`config.mk`:
```
export PLATFORM = sky130hd
export DESIGN_NAME = prodsum_accum
export DESIGN_NICKNAME = d
export VERILOG_FILES = /design/src/rtl/prodsum_accum_pkg.sv /design/src/rtl/prodsum_accum_sat.sv /design/src/rtl/prodsum_accum.sv
export SDC_FILE = /design/constraint.sdc
export NUM_CORES = 1
export LEC_CHECK = 0
export BUFFER_PORTS_ARGS = -buffer_cell sky130_fd_sc_hd__clkbuf_2
export CAP_MARGIN = 20
export CELL_PAD_IN_SITES_DETAIL_PLACEMENT = 2
export CELL_PAD_IN_SITES_GLOBAL_PLACEMENT = 2
export CORE_MARGIN = 4
export CORE_UTILIZATION = 31
export DETAILED_ROUTE_END_ITERATION = 7
export MAX_ROUTING_LAYER = met4
export PLACE_DENSITY = 0.8
export SYNTH_ARGS = -nofsm -noshare
export SYNTH_HDL_FRONTEND = slang
export SYNTH_SLANG_ARGS = --single-unit
```
`constraint.sdc`:
```
create_clock -name clk_i -period 2.9 [get_ports clk_i]
set_clock_uncertainty 0.05 [all_clocks]
set_input_delay 0.58 -clock clk_i [delete_from_list [all_inputs] [get_ports clk_i]]
set_output_delay 0.58 -clock clk_i [all_outputs]
set_load 0.05 [all_outputs]
```
`src/rtl/prodsum_accum_pkg.sv`:
```
// Shared types and widths for the prodsum burst accumulator.
package prodsum_accum_pkg;

  localparam int unsigned CNT_W = 8;

  // One-hot encoding so that corrupted state values are detectable.
  typedef enum logic [1:0] {
    ACCUM = 2'b01,
    EMIT  = 2'b10
  } state_t;

endpackage

```
`src/rtl/prodsum_accum_sat.sv`:
```
// Combinational ACC_W + DATA_W adder with selectable wrap or clamp on carry-out.
module sat_add #(
  parameter int unsigned ACC_W  = 16,
  parameter int unsigned DATA_W = 8
) (
  input  logic [ACC_W-1:0]  a_i,
  input  logic [DATA_W-1:0] b_i,
  input  logic              sat_i,
  output logic [ACC_W-1:0]  sum_o,
  output logic              carry_o
);

  logic [ACC_W:0] full;

  always_comb begin
    full    = {1'b0, a_i} + (ACC_W+1)'(b_i);
    carry_o = full[ACC_W];
    sum_o   = (sat_i && carry_o) ? {ACC_W{1'b1}} : full[ACC_W-1:0];
  end

endmodule

```
`src/rtl/prodsum_accum.sv`:
```
// Sums bursts of prodsum beats and presents each total on a ready/valid result port.
module prodsum_accum
  import prodsum_accum_pkg::*;
#(
  parameter int unsigned DATA_W = 8,
  parameter int unsigned ACC_W  = 16,
  parameter int unsigned COUNT  = 4,
  parameter bit          SAT    = 1'b1
) (
  input  logic              clk_i,
  input  logic              rst_i,
  output logic              in_ready_o,
  input  logic              in_valid_i,
  input  logic [DATA_W-1:0] in_data_i,
  input  logic              flush_i,
  output logic [ACC_W-1:0]  acc_o,
  output logic [CNT_W-1:0]  acc_count_o,
  output logic              overflow_o,
  output logic              acc_valid_o,
  input  logic              acc_ready_i
);

  state_t             state_q, state_d;
  logic [ACC_W-1:0]   acc_q, acc_d;
  logic [CNT_W-1:0]   cnt_q, cnt_d;
  logic               ovf_q, ovf_d;
  logic [CNT_W-1:0]   cnt_inc;
  logic [ACC_W-1:0]   sum;
  logic               carry;
  logic               beat;

  sat_add #(
    .ACC_W  (ACC_W),
    .DATA_W (DATA_W)
  ) u_sat_add (
    .a_i     (acc_q),
    .b_i     (in_data_i),
    .sat_i   (SAT),
    .sum_o   (sum),
    .carry_o (carry)
  );

  // Ready is a pure decode of state (and reset), never of in_valid_i.
  assign in_ready_o  = (state_q == ACCUM) && !rst_i;
  assign acc_valid_o = (state_q == EMIT);
  assign beat        = in_valid_i && in_ready_o;

  assign acc_o       = acc_q;
  assign acc_count_o = cnt_q;
  assign overflow_o  = ovf_q;

  // Next-state and datapath update.
  always_comb begin
    state_d = state_q;
    acc_d   = acc_q;
    cnt_d   = cnt_q;
    ovf_d   = ovf_q;
    cnt_inc = cnt_q + CNT_W'(1);

    case (state_q)
      ACCUM: begin
        if (beat) begin
          acc_d = sum;
          cnt_d = cnt_inc;
          ovf_d = ovf_q | carry;
        end
        // An empty flush is dropped so no zero-beat result is ever emitted.
        if ((beat && (cnt_inc == CNT_W'(COUNT))) ||
            (flush_i && (beat || (cnt_q != '0)))) begin
          state_d = EMIT;
        end
      end
      EMIT: begin
        if (acc_ready_i) begin
          state_d = ACCUM;
          acc_d   = '0;
          cnt_d   = '0;
          ovf_d   = 1'b0;
        end
      end
      default: begin
        state_d = ACCUM;
        acc_d   = '0;
        cnt_d   = '0;
        ovf_d   = 1'b0;
      end
    endcase
  end

  always_ff @(posedge clk_i) begin
    if (rst_i) begin
      state_q <= ACCUM;
      acc_q   <= '0;
      cnt_q   <= '0;
      ovf_q   <= 1'b0;
    end else begin
      state_q <= state_d;
      acc_q   <= acc_d;
      cnt_q   <= cnt_d;
      ovf_q   <= ovf_d;
    end
  end

endmodule

```
Yosys cells after proc, flatten, opt, wreduce, memory -nomap -nowiden
Index checks and enable logic that the tools add are counted.

Flip-flop bits (word level): 27. Output and inout port bits: 27. Word-level logic and storage cells: 36.

Multiplexer cells: 13. Bitwise logic cells: 1. Reduce and logical (&&, ||, !) cells: 10. Eq/ne operators: 6. $add $sub $neg: 2.

Operator list (number): 16-bit 2-to-1 mux (3); 16-bit one-hot mux with 2 select lines (1); 16-bit by 8-bit adder with 17-bit output (1); 8-bit 2-to-1 mux (2); 8-bit one-hot mux with 2 select lines (1); 8-bit by 1-bit adder with 8-bit output, second input constant (1); 8-bit by 3-bit equality test with 1-bit output, second input constant (1); 8-bit nonzero test (1); 1-bit logical AND (4); 2-bit 2-to-1 mux (2); 2-bit by 1-bit inequality test with 1-bit output, second input constant (2); 2-bit one-hot mux with 2 select lines (1); 2-bit AND reduction (2); 2-bit by 1-bit equality test with 1-bit output, second input constant (1); 2-bit equality test, second input constant (1); 1-bit logical OR (2); 1-bit 2-to-1 mux (2); 2-bit inequality test, second input constant (1); 1-bit one-hot mux with 2 select lines (1); 1-bit logical NOT (1); 1-bit OR (1).

Logic depth before layout (Yosys ltp)
Gate-level depths: netlist (run 1).

Word-level depth: 8. Gate-level depth with buffers: 7. Gate-level depth less buffers: 7.

By module
Synthesis (run 1) repeated with hierarchy kept, for this count alone.

Cell total of the unflattened synthesis: 251. Area total of the unflattened synthesis: 1940.6 sq um.

Modules (own cells, without submodules): prodsum_accum (cells each 144, instances 1, seq. area each 540.5 sq um, area an instance 1181.1 sq um); sat_add (cells each 107, instances 1, seq. area each 0.0 sq um, area an instance 759.5 sq um).

Worst setup path before layout (run 1)
No wires, ideal clock.

Path kind: input -> register. Start point: input in_data_i[0]. End point: register acc_q[15] (netlist: acc_o[15]). Setup slack: 0.271 ns. Arrival time: 2.419 ns. Stages: 7. Setup time: 0.160 ns. Required time: 2.690 ns. Cell sequence: ha_1 -> fa_1 -> a211oi_1 -> or3_4 -> a2111oi_4 -> a2111oi_1 -> a311oi_1.

Longest elaborated chain between the ends: 4.

Ends and longest elaborated chain: start, declared (line prodsum_accum.sv:14) `input logic [DATA_W-1:0] in_data_i,`; 16-bit by 8-bit adder with 17-bit output (line prodsum_accum_sat.sv:16) `full = {1'b0, a_i} + (ACC_W+1)'(b_i);`; 16-bit 2-to-1 mux (line prodsum_accum_sat.sv:18) `sum_o = (sat_i && carry_o) ? {ACC_W{1'b1}} : full[ACC_W-1:0];`; 16-bit 2-to-1 mux (line prodsum_accum.sv:62) `if (beat) begin`; 16-bit one-hot mux with 2 select lines (line prodsum_accum.sv:60) `case (state_q)`; end signal, assigned (line prodsum_accum.sv:93) `acc_q <= '0;`; end signal, assigned (line prodsum_accum.sv:98) `acc_q <= acc_d;`; end, declared (line prodsum_accum.sv:24) `logic [ACC_W-1:0] acc_q, acc_d;`.

No other way between the ends. The select of a mux whose other input is x is not followed. A chain may end at the register's enable or synchronous reset.

Worst setup path after layout (run 1)
Start point: input in_data_i[0]. End point: register acc_q[13] (netlist: acc_o[13]).

Same word-level chain as after synthesis.

==> metrics.cfg, run 1 <==
[clocking]
clock_path_buffers = 2
tritoncts = built
h-tree-depth = 1
postCtsSetupRepairBufs = 0
root_buffer = clkbuf_8
ctsResizeCount = 0
cts_buffers = 3
clock_insertion_delay_worst_skew_ns = 0.28
cts_sinks = 27
clkSlewWorstSetupHoldPaths_ns = 0.10
hold_buffers = 0

[setup_path]
classification_of_the_worst_setup_path = input port to flop
delay_of_the_slowest_critical_path_stage_ns = 0.55
critical_path_arrival_ns = 2.70
critical_path.endpoint_type = flop
top_cell_family_by_delay_on_the_critical_path = compound AO/OA/AOI/OAI gates
timing.critical_path.fanout_max = 3
slowest_stage = a2111oi_1
critical_path.cell_chain = clkbuf_2, ha_1, fa_1, a211oi_1, or3_4, a2111oi_4, a2111oi_1, a211oi_1
critPathMostFrequentCell = a211oi_1
cp_required_ns = 3.00
critical_path.startpoint_type = input port
path_buf_inv = 1

[detailed_routing]
drtPass1Iterations = 2
total_vias_in_the_final_route = 1813
wl_um = 5570
drcViolationCount = 0
route.detailed.wl_per_inst_um = 17.14
routed_via_density = 5.578
route.antenna.remaining_nets = 0
detail_route.iter0.violations = 56

[floorplan]
die_area_mm2 = 0.006921
core_area_mm2 = 0.005507
ioPinCount = 40
start_util_pct = 31.83
num_rows = 27
die_width_um = 83.20
die-height_um = 83.20

[logic_synthesis]
yosys_warnings = 0
synth_seq_area_share_pct = 30.84
share_of_synthesized_registers_carrying_an_async_set_or_reset_pct = 0
primary_flip_flop_cell_chosen_by_synthesis_mapping = dfxtp_1
synth_edf_count = 0
post_synthesis_cell_count = 212
ys_ff_latch = 27
syn_avg_cell_area_um2 = 8.269
synthesis.nets = 236
post_synthesis_cell_type_count = 50
syn_area_mm2 = 0.001753

[power_and_ir_drop]
leakage_power_nw = 0.8159
finalPower_w = 0.001343
vdd.ir_drop.worst_uv = 261.3
pwr_density_cell_mw_per_mm2 = 644.5

[sta]
period_needed_ns = 2.596
tightest_slew_ns = 0.5541
grt_setup_unrepaired = false
setup_viol_count_final = 0
timing_hold_violations_final = 0
slew_headroom_pct = 62.98
timing.final.crit_share_pct = 89.52
clock.fmax_mhz = 385.2
slew_viol_final = 0

[placed_design]
place_area_mm2 = 0.002038
place_congestion = 0.8106
hpwlAfterDp_um = 4410
place.port_buffers = 39

[cells_and_area]
design.final.nets = 278
area_occupied_by_multi_input_gates_mm2 = 0.001130
area_delta_synth_final_pct = 18.92
finish.instance_area_mm2 = 0.002085
drive_above_1_share_pct = 24.51
n_antenna_cell = 0
fill_cells = 668
register_area_um2 = 540.5

[global_routing]
grt_overflow_total = 0
first_global_vias = 1898
antenna_found_initial = 0
pin_count_of_the_biggest_net_entering_global_routing = 16
grt_first_pass_wirelength_um = 9570
gr-usage-all-layers_pct = 17.19

[job]
drv_cap = 0

[run_status]
result_of_the_run = finished clean

[hold_path]
timing.hold.worst.class = flop to flop

==> worst reg2reg max path: stages (launching register included) <==
cell and delay (ns):
dfxtp_1 0.34, ha_1 0.21, fa_1 0.43, a211oi_1 0.38
or3_4 0.23, a2111oi_4 0.07, a2111oi_1 0.55, a211oi_1 0.16
==> stage by stage <==
step	hold slack [ns]	worst slack [ns]	TNS, ns	utilization, %	cells
after floorplan	0.5178	0.2706	0	-	212
after global routing	0.4827	0.1813	0	37.86	325
after global placement	0.4244	0.1270	0	37.01	321
after detailed placement	0.4329	-0.002873	-0.002873	37.01	321
final	0.4433	0.3041	0	37.86	325
after CTS	0.4503	0.2952	0	37.86	325
==> cells in the mapped netlist, types with 2 or more instances <==
cell type	instances	area, um2
a211oi_1	5	37.54
a21o_2	2	17.52
a21oi_1	19	95.09
a311o_1	2	20.02
a311oi_1	2	17.52
a31o_2	2	17.52
a31oi_1	8	50.05
a41oi_1	3	26.28
and2_1	3	18.77
clkbuf_1	6	22.52
dfxtp_1	27	540.5
ha_1	10	125.1
inv_1	8	30.03
nand2_1	13	48.80
nand3_1	9	45.04
nand4_1	5	31.28
nor2_1	23	86.33
nor2b_1	4	25.02
nor3_1	3	15.01
nor3b_1	3	22.52
nor4b_1	2	17.52
o211ai_1	2	15.01
o21ai_0	17	85.08
o21bai_1	2	15.01
or3_1	2	12.51
xnor2_1	2	17.52
xor2_1	5	43.79
==> routing by layer <==
metal	up-vias	GRT usage [%]	share of wire (%)
li1	882	-	-
met1	896	22.60	49
met2	29	27.62	47
met3	6	1.984	2.6
met4	0	5.349	1.3
met5	-	-	0
==> where the power goes <==
part | internal (W) | switching (W)
sequential | 0.000410 | 0.0000416
clock | 0.0000966 | 0.000125
combinational | 0.000218 | 0.000452
==> final timing paths <==
kind	from	end	slack, ns	cells past startpoint
setup reg to reg	acc_o[0]	acc_o[13]	0.36	7
setup / recovery	in_data_i[0]	acc_o[13]	0.30	8
hold / removal	acc_o[0]	acc_o[0]	0.44	2
hold reg to reg	acc_o[0]	acc_o[0]	0.44	2
==> final cells by class <==
type                       count  area share, %
timing repair buffer          46          11.88
inverter                       8          1.441
multi-input combinational    168          54.20
clock buffer                   3          1.981
sequential                    27          25.93
clock inverter                 1         0.2401
tap                           72          4.322
==> layout by cell type (no fill, tap or decap), drive strengths merged, types with 2 or more instances in the layout <==
cell type and instances:
nor2b 4, nor4b 2, a211oi 5, or3 3
xnor2 2, o21bai 2, xor2 5, nor2 23
a41oi 3, nand2 14, dfxtp 27, o21ai 17
nor3b 3, and2 3, a31oi 8, a311o 2
a2111oi 2, a21oi 19, a311oi 3, clkbuf 42
a31o 2, nand4 5, buf 7, nand3 9
nor3 3, inv 8, o211ai 2, a21o 2
ha 10
==> registers in the layout (all words and copies together) (netlist names) <==
| signal | flops |
|---|---|
| acc_o | 16 |
| overflow_o | 1 |
| state_q | 2 |
| acc_count_o | 8 |
==> cell families after synthesis <==
| kind of cell | count (synthesis) | share of synthesized area, % |
|---|---|---|
| buffers and inverters | 17 | 4.710 |
| muxes | 1 | 0.5710 |
| and+or+nand+nor | 76 | 23.06 |
| AOI/OAI and AO/OA | 73 | 29.05 |
| DFF | 27 | 30.84 |
| xor gates and xnor gates | 7 | 3.498 |
| adders and majority gates | 11 | 8.280 |
Note: power is estimated with default switching activity, not from simulation.
==> run 2, diff against run 1 <==
--- a/config.mk
+++ b/config.mk
@@ -5,12 +5,13 @@
 export SDC_FILE = /design/constraint.sdc
 export NUM_CORES = 1
 export LEC_CHECK = 0
+export ABC_AREA = 1
 export BUFFER_PORTS_ARGS = -buffer_cell sky130_fd_sc_hd__clkbuf_2
 export CAP_MARGIN = 20
 export CELL_PAD_IN_SITES_DETAIL_PLACEMENT = 2
 export CELL_PAD_IN_SITES_GLOBAL_PLACEMENT = 2
 export CORE_MARGIN = 4
-export CORE_UTILIZATION = 31
+export CORE_UTILIZATION = 29
 export DETAILED_ROUTE_END_ITERATION = 7
 export MAX_ROUTING_LAYER = met4
 export PLACE_DENSITY = 0.8
==> constraint.sdc (replaced) <==
create_clock -name clk_i -period 2.9 [get_ports clk_i]
set_clock_uncertainty 0.05 [all_clocks]
set_input_delay 0.58 -clock clk_i [delete_from_list [all_inputs] [get_ports clk_i]]
set_output_delay 0.58 -clock clk_i [all_outputs]
set_load 0.02 [all_outputs]
==> metrics.cfg, run 2 <==
[run_status]
result_of_the_run = finished clean

[logic_synthesis]
synth.largest_area_cell = dfxtp_1
yosys_warnings = 0  ; unchanged
syn_avg_cell_area_um2 = 6.584  ; -20%
synthesis.nets = 314  ; +33%
ys_ff_latch = 27  ; unchanged
syn_area_mm2 = 0.001909  ; +8.9%
synth_edf_count = 0  ; unchanged
post_synthesis_cell_count = 290  ; +37%
count_leader_synth = nand2_1
synth_seq_area_share_pct = 28.31  ; -2.5 points
post_synth_most_frequent_cells = nand2_1, inv_1, dfxtp_1, nand3_1, nor2_1
post_synth_main_area_contributors = dfxtp_1, nand2_1, inv_1, nand3_1, ha_1
post_synthesis_cell_type_count = 39  ; -22%
synth_largest_type_area_fraction_pct = 28.31  ; -2.5 points
primary_flip_flop_cell_chosen_by_synthesis_mapping = dfxtp_1
share_of_synthesized_registers_carrying_an_async_set_or_reset_pct = 0  ; unchanged

[cells_and_area]
mostFrequentLayoutCell = nand2_1
largest_register_ffs = 16  ; unchanged
n_antenna_cell = 0  ; unchanged
drive_above_1_share_pct = 20.67  ; -3.8 points
design.final.nets = 354  ; +27%
area_delta_synth_final_pct = 16.38
layout.cells.most_common_list = nand2_1, clkbuf_2, inv_1

[setup_path]
delay_of_the_slowest_critical_path_stage_ns = 0.40  ; -0.15 ns
reg2regPathDepth = 12  ; +5
cp_required_ns = 3.04  ; +0.04 ns
path_buf_inv = 2  ; +1
slowest_stage = fa_1
critical_path.endpoint_type = flop
classification_of_the_worst_setup_path = input port to flop
critical_path_arrival_ns = 2.30  ; -0.40 ns
critical_path.cell_chain = clkbuf_2, ha_1, fa_1, nand2_1, nand2_1, nand4_1, nand2_4, nand2_4, nor2_4, nand2_2, nand3_2, nand2_1, inv_1
critPathMostFrequentCell = nand2_1
worstSetupPathDepth = 13  ; +5
critical_path.startpoint_type = input port
top_cell_family_by_delay_on_the_critical_path = simple AND/OR/NAND/NOR gates
timing.critical_path.fanout_max = 11  ; +8

[sta]
slew_viol_final = 0  ; unchanged
timing.final.ws_setup_ns = 0.7314  ; +0.4273 ns
setup_viol_count_final = 0  ; unchanged
timing_hold_violations_final = 0  ; unchanged
slew_headroom_pct = 75.80  ; +13 points
clock.fmax_mhz = 461.1  ; +20%
setup_tns_ns = 0  ; unchanged
period_needed_ns = 2.169  ; -0.4273 ns
hold-worst-slack_ns = 0.4301  ; -0.01314 ns
grt_setup_unrepaired = false
tightest_slew_ns = 0.3624  ; -0.1917 ns
timing.final.crit_share_pct = 74.78  ; -15 points

[floorplan]
start_util_pct = 29.90  ; -1.9 points
die_width_um = 89.14  ; +7.1%
die_area_mm2 = 0.007946  ; +15%
num_rows = 29  ; +7.4%
die-height_um = 89.14  ; +7.1%
ioPinCount = 40  ; unchanged
core_area_mm2 = 0.006386  ; +16%

[clocking]
clock_insertion_delay_worst_skew_ns = 0.28  ; about the same
cts_buffers = 3  ; unchanged
clkSlewWorstSetupHoldPaths_ns = 0.10  ; about the same
clock_path_buffers = 2  ; unchanged
cts_sinks = 27  ; unchanged
tritoncts = built
h-tree-depth = 1  ; unchanged
root_buffer = clkbuf_8
hold_buffers = 0  ; unchanged
ctsResizeCount = 0  ; unchanged
postCtsSetupRepairBufs = 0  ; unchanged

[power_and_ir_drop]
leakage_power_nw = 1.131  ; +39%
pwr_density_cell_mw_per_mm2 = 491.6  ; -24%
vdd.ir_drop.worst_uv = 172.0  ; -34%
finalPower_w = 0.001092  ; -19%

[global_routing]
gr-usage-all-layers_pct = 17.51  ; +0.31 points
first_global_vias = 2185  ; +15%
grt_overflow_total = 0  ; unchanged
pin_count_of_the_biggest_net_entering_global_routing = 19  ; +3
grt_first_pass_wirelength_um = 10450  ; +9.2%
antenna_found_initial = 0  ; unchanged

[detailed_routing]
detail_route.iter0.violations = 46  ; -18%
route.detailed.wl_per_inst_um = 15.34  ; -10%
drtPass1Iterations = 4  ; +2
wl_um = 6230  ; +12%
total_vias_in_the_final_route = 2013  ; +11%
routed_via_density = 4.958  ; -11%
drcViolationCount = 0  ; unchanged
route.antenna.remaining_nets = 0  ; unchanged

[hold_path]
hold_depth = 2  ; unchanged
timing.hold.worst.class = flop to flop

[placed_design]
place.port_buffers = 39  ; unchanged
hpwlAfterDp_um = 4795  ; +8.7%
placement.setup.worst_slack_ns = 0.4323  ; +0.4352 ns
place_congestion = 0.7640  ; -5.7%

[job]
drv_cap = 0  ; unchanged

==> run 2: cell types whose count changed in the layout (fill, tap and decap cells not counted), sizes merged, moves of 4 or more <==
| cell | previous run | this run |
|---|---|---|
| nor2b | 4 | 0 |
| o21ai | 17 | 5 |
| inv | 8 | 39 |
| or2 | 0 | 7 |
| nand2 | 14 | 93 |
| buf | 7 | 2 |
| nand3 | 9 | 31 |
| a31oi | 8 | 3 |
| a211oi | 5 | 0 |
==> run 2: area by class of cell <==
cell class,count,area (um2)
Multi-Input combinational cell,215,1170
Timing Repair Buffer,41,210.2
Tap cell,77,96.34
Fill cell,811,4164
Sequential cell,27,540.5
Inverter,42,158.9
Clock buffer,3,41.29
Clock inverter,1,5.005
==> run 2: kinds of logic after synthesis <==
| group | share of synthesized area, % |
|---|---|
| adder cells (fa/ha/maj) | 7.602 |
| buffers and inverters | 10.42 |
| AND/OR/NAND/NOR | 40.96 |
| XOR/XNOR | 2.752 |
| AO/OA/AOI/OAI | 9.961 |
| flip-flops | 28.31 |
==> run 2: worst min-delay path, delay by kind of cell, from the launching register on <==
family                 cells  cell delay (ns)
DFF                        1             0.34
buffers and inverters      1             0.05
AOI/OAI and AO/OA          1             0.05
==> run 2: through the flow <==
step	cells	util (%)	area, um2
after floorplan	290	-	1909
after detailed placement	402	34.07	2176
after CTS	406	34.80	2222
final	406	34.80	2222
after global placement	402	34.07	2176
after global routing	406	34.80	2222
==> run 2: worst paths after layout <==
| kind | slack (ns) | from | endpoint |
|---|---|---|---|
| hold / removal | 0.43 | overflow_o | overflow_o |
| hold reg to reg | 0.43 | overflow_o | overflow_o |
| setup / recovery | 0.73 | in_data_i[0] | acc_o[11] |
| setup reg to reg | 0.78 | acc_o[0] | acc_o[11] |
==> run 2: layer usage <==
layer	vias up	GRT usage (%)	routed length, um
met4	0	5.142	94
met5	-	-	0
met3	7	1.382	137
met1	977	20.42	2852
li1	1002	-	-
met2	27	31.82	3146
==> run 2: power by group <==
group	leakage, nW	switching (W)	internal [W]
registers	0.219	0.0000296	0.000402
logic	0.887	0.000292	0.000137
clock network	0.0255	0.000134	0.0000968
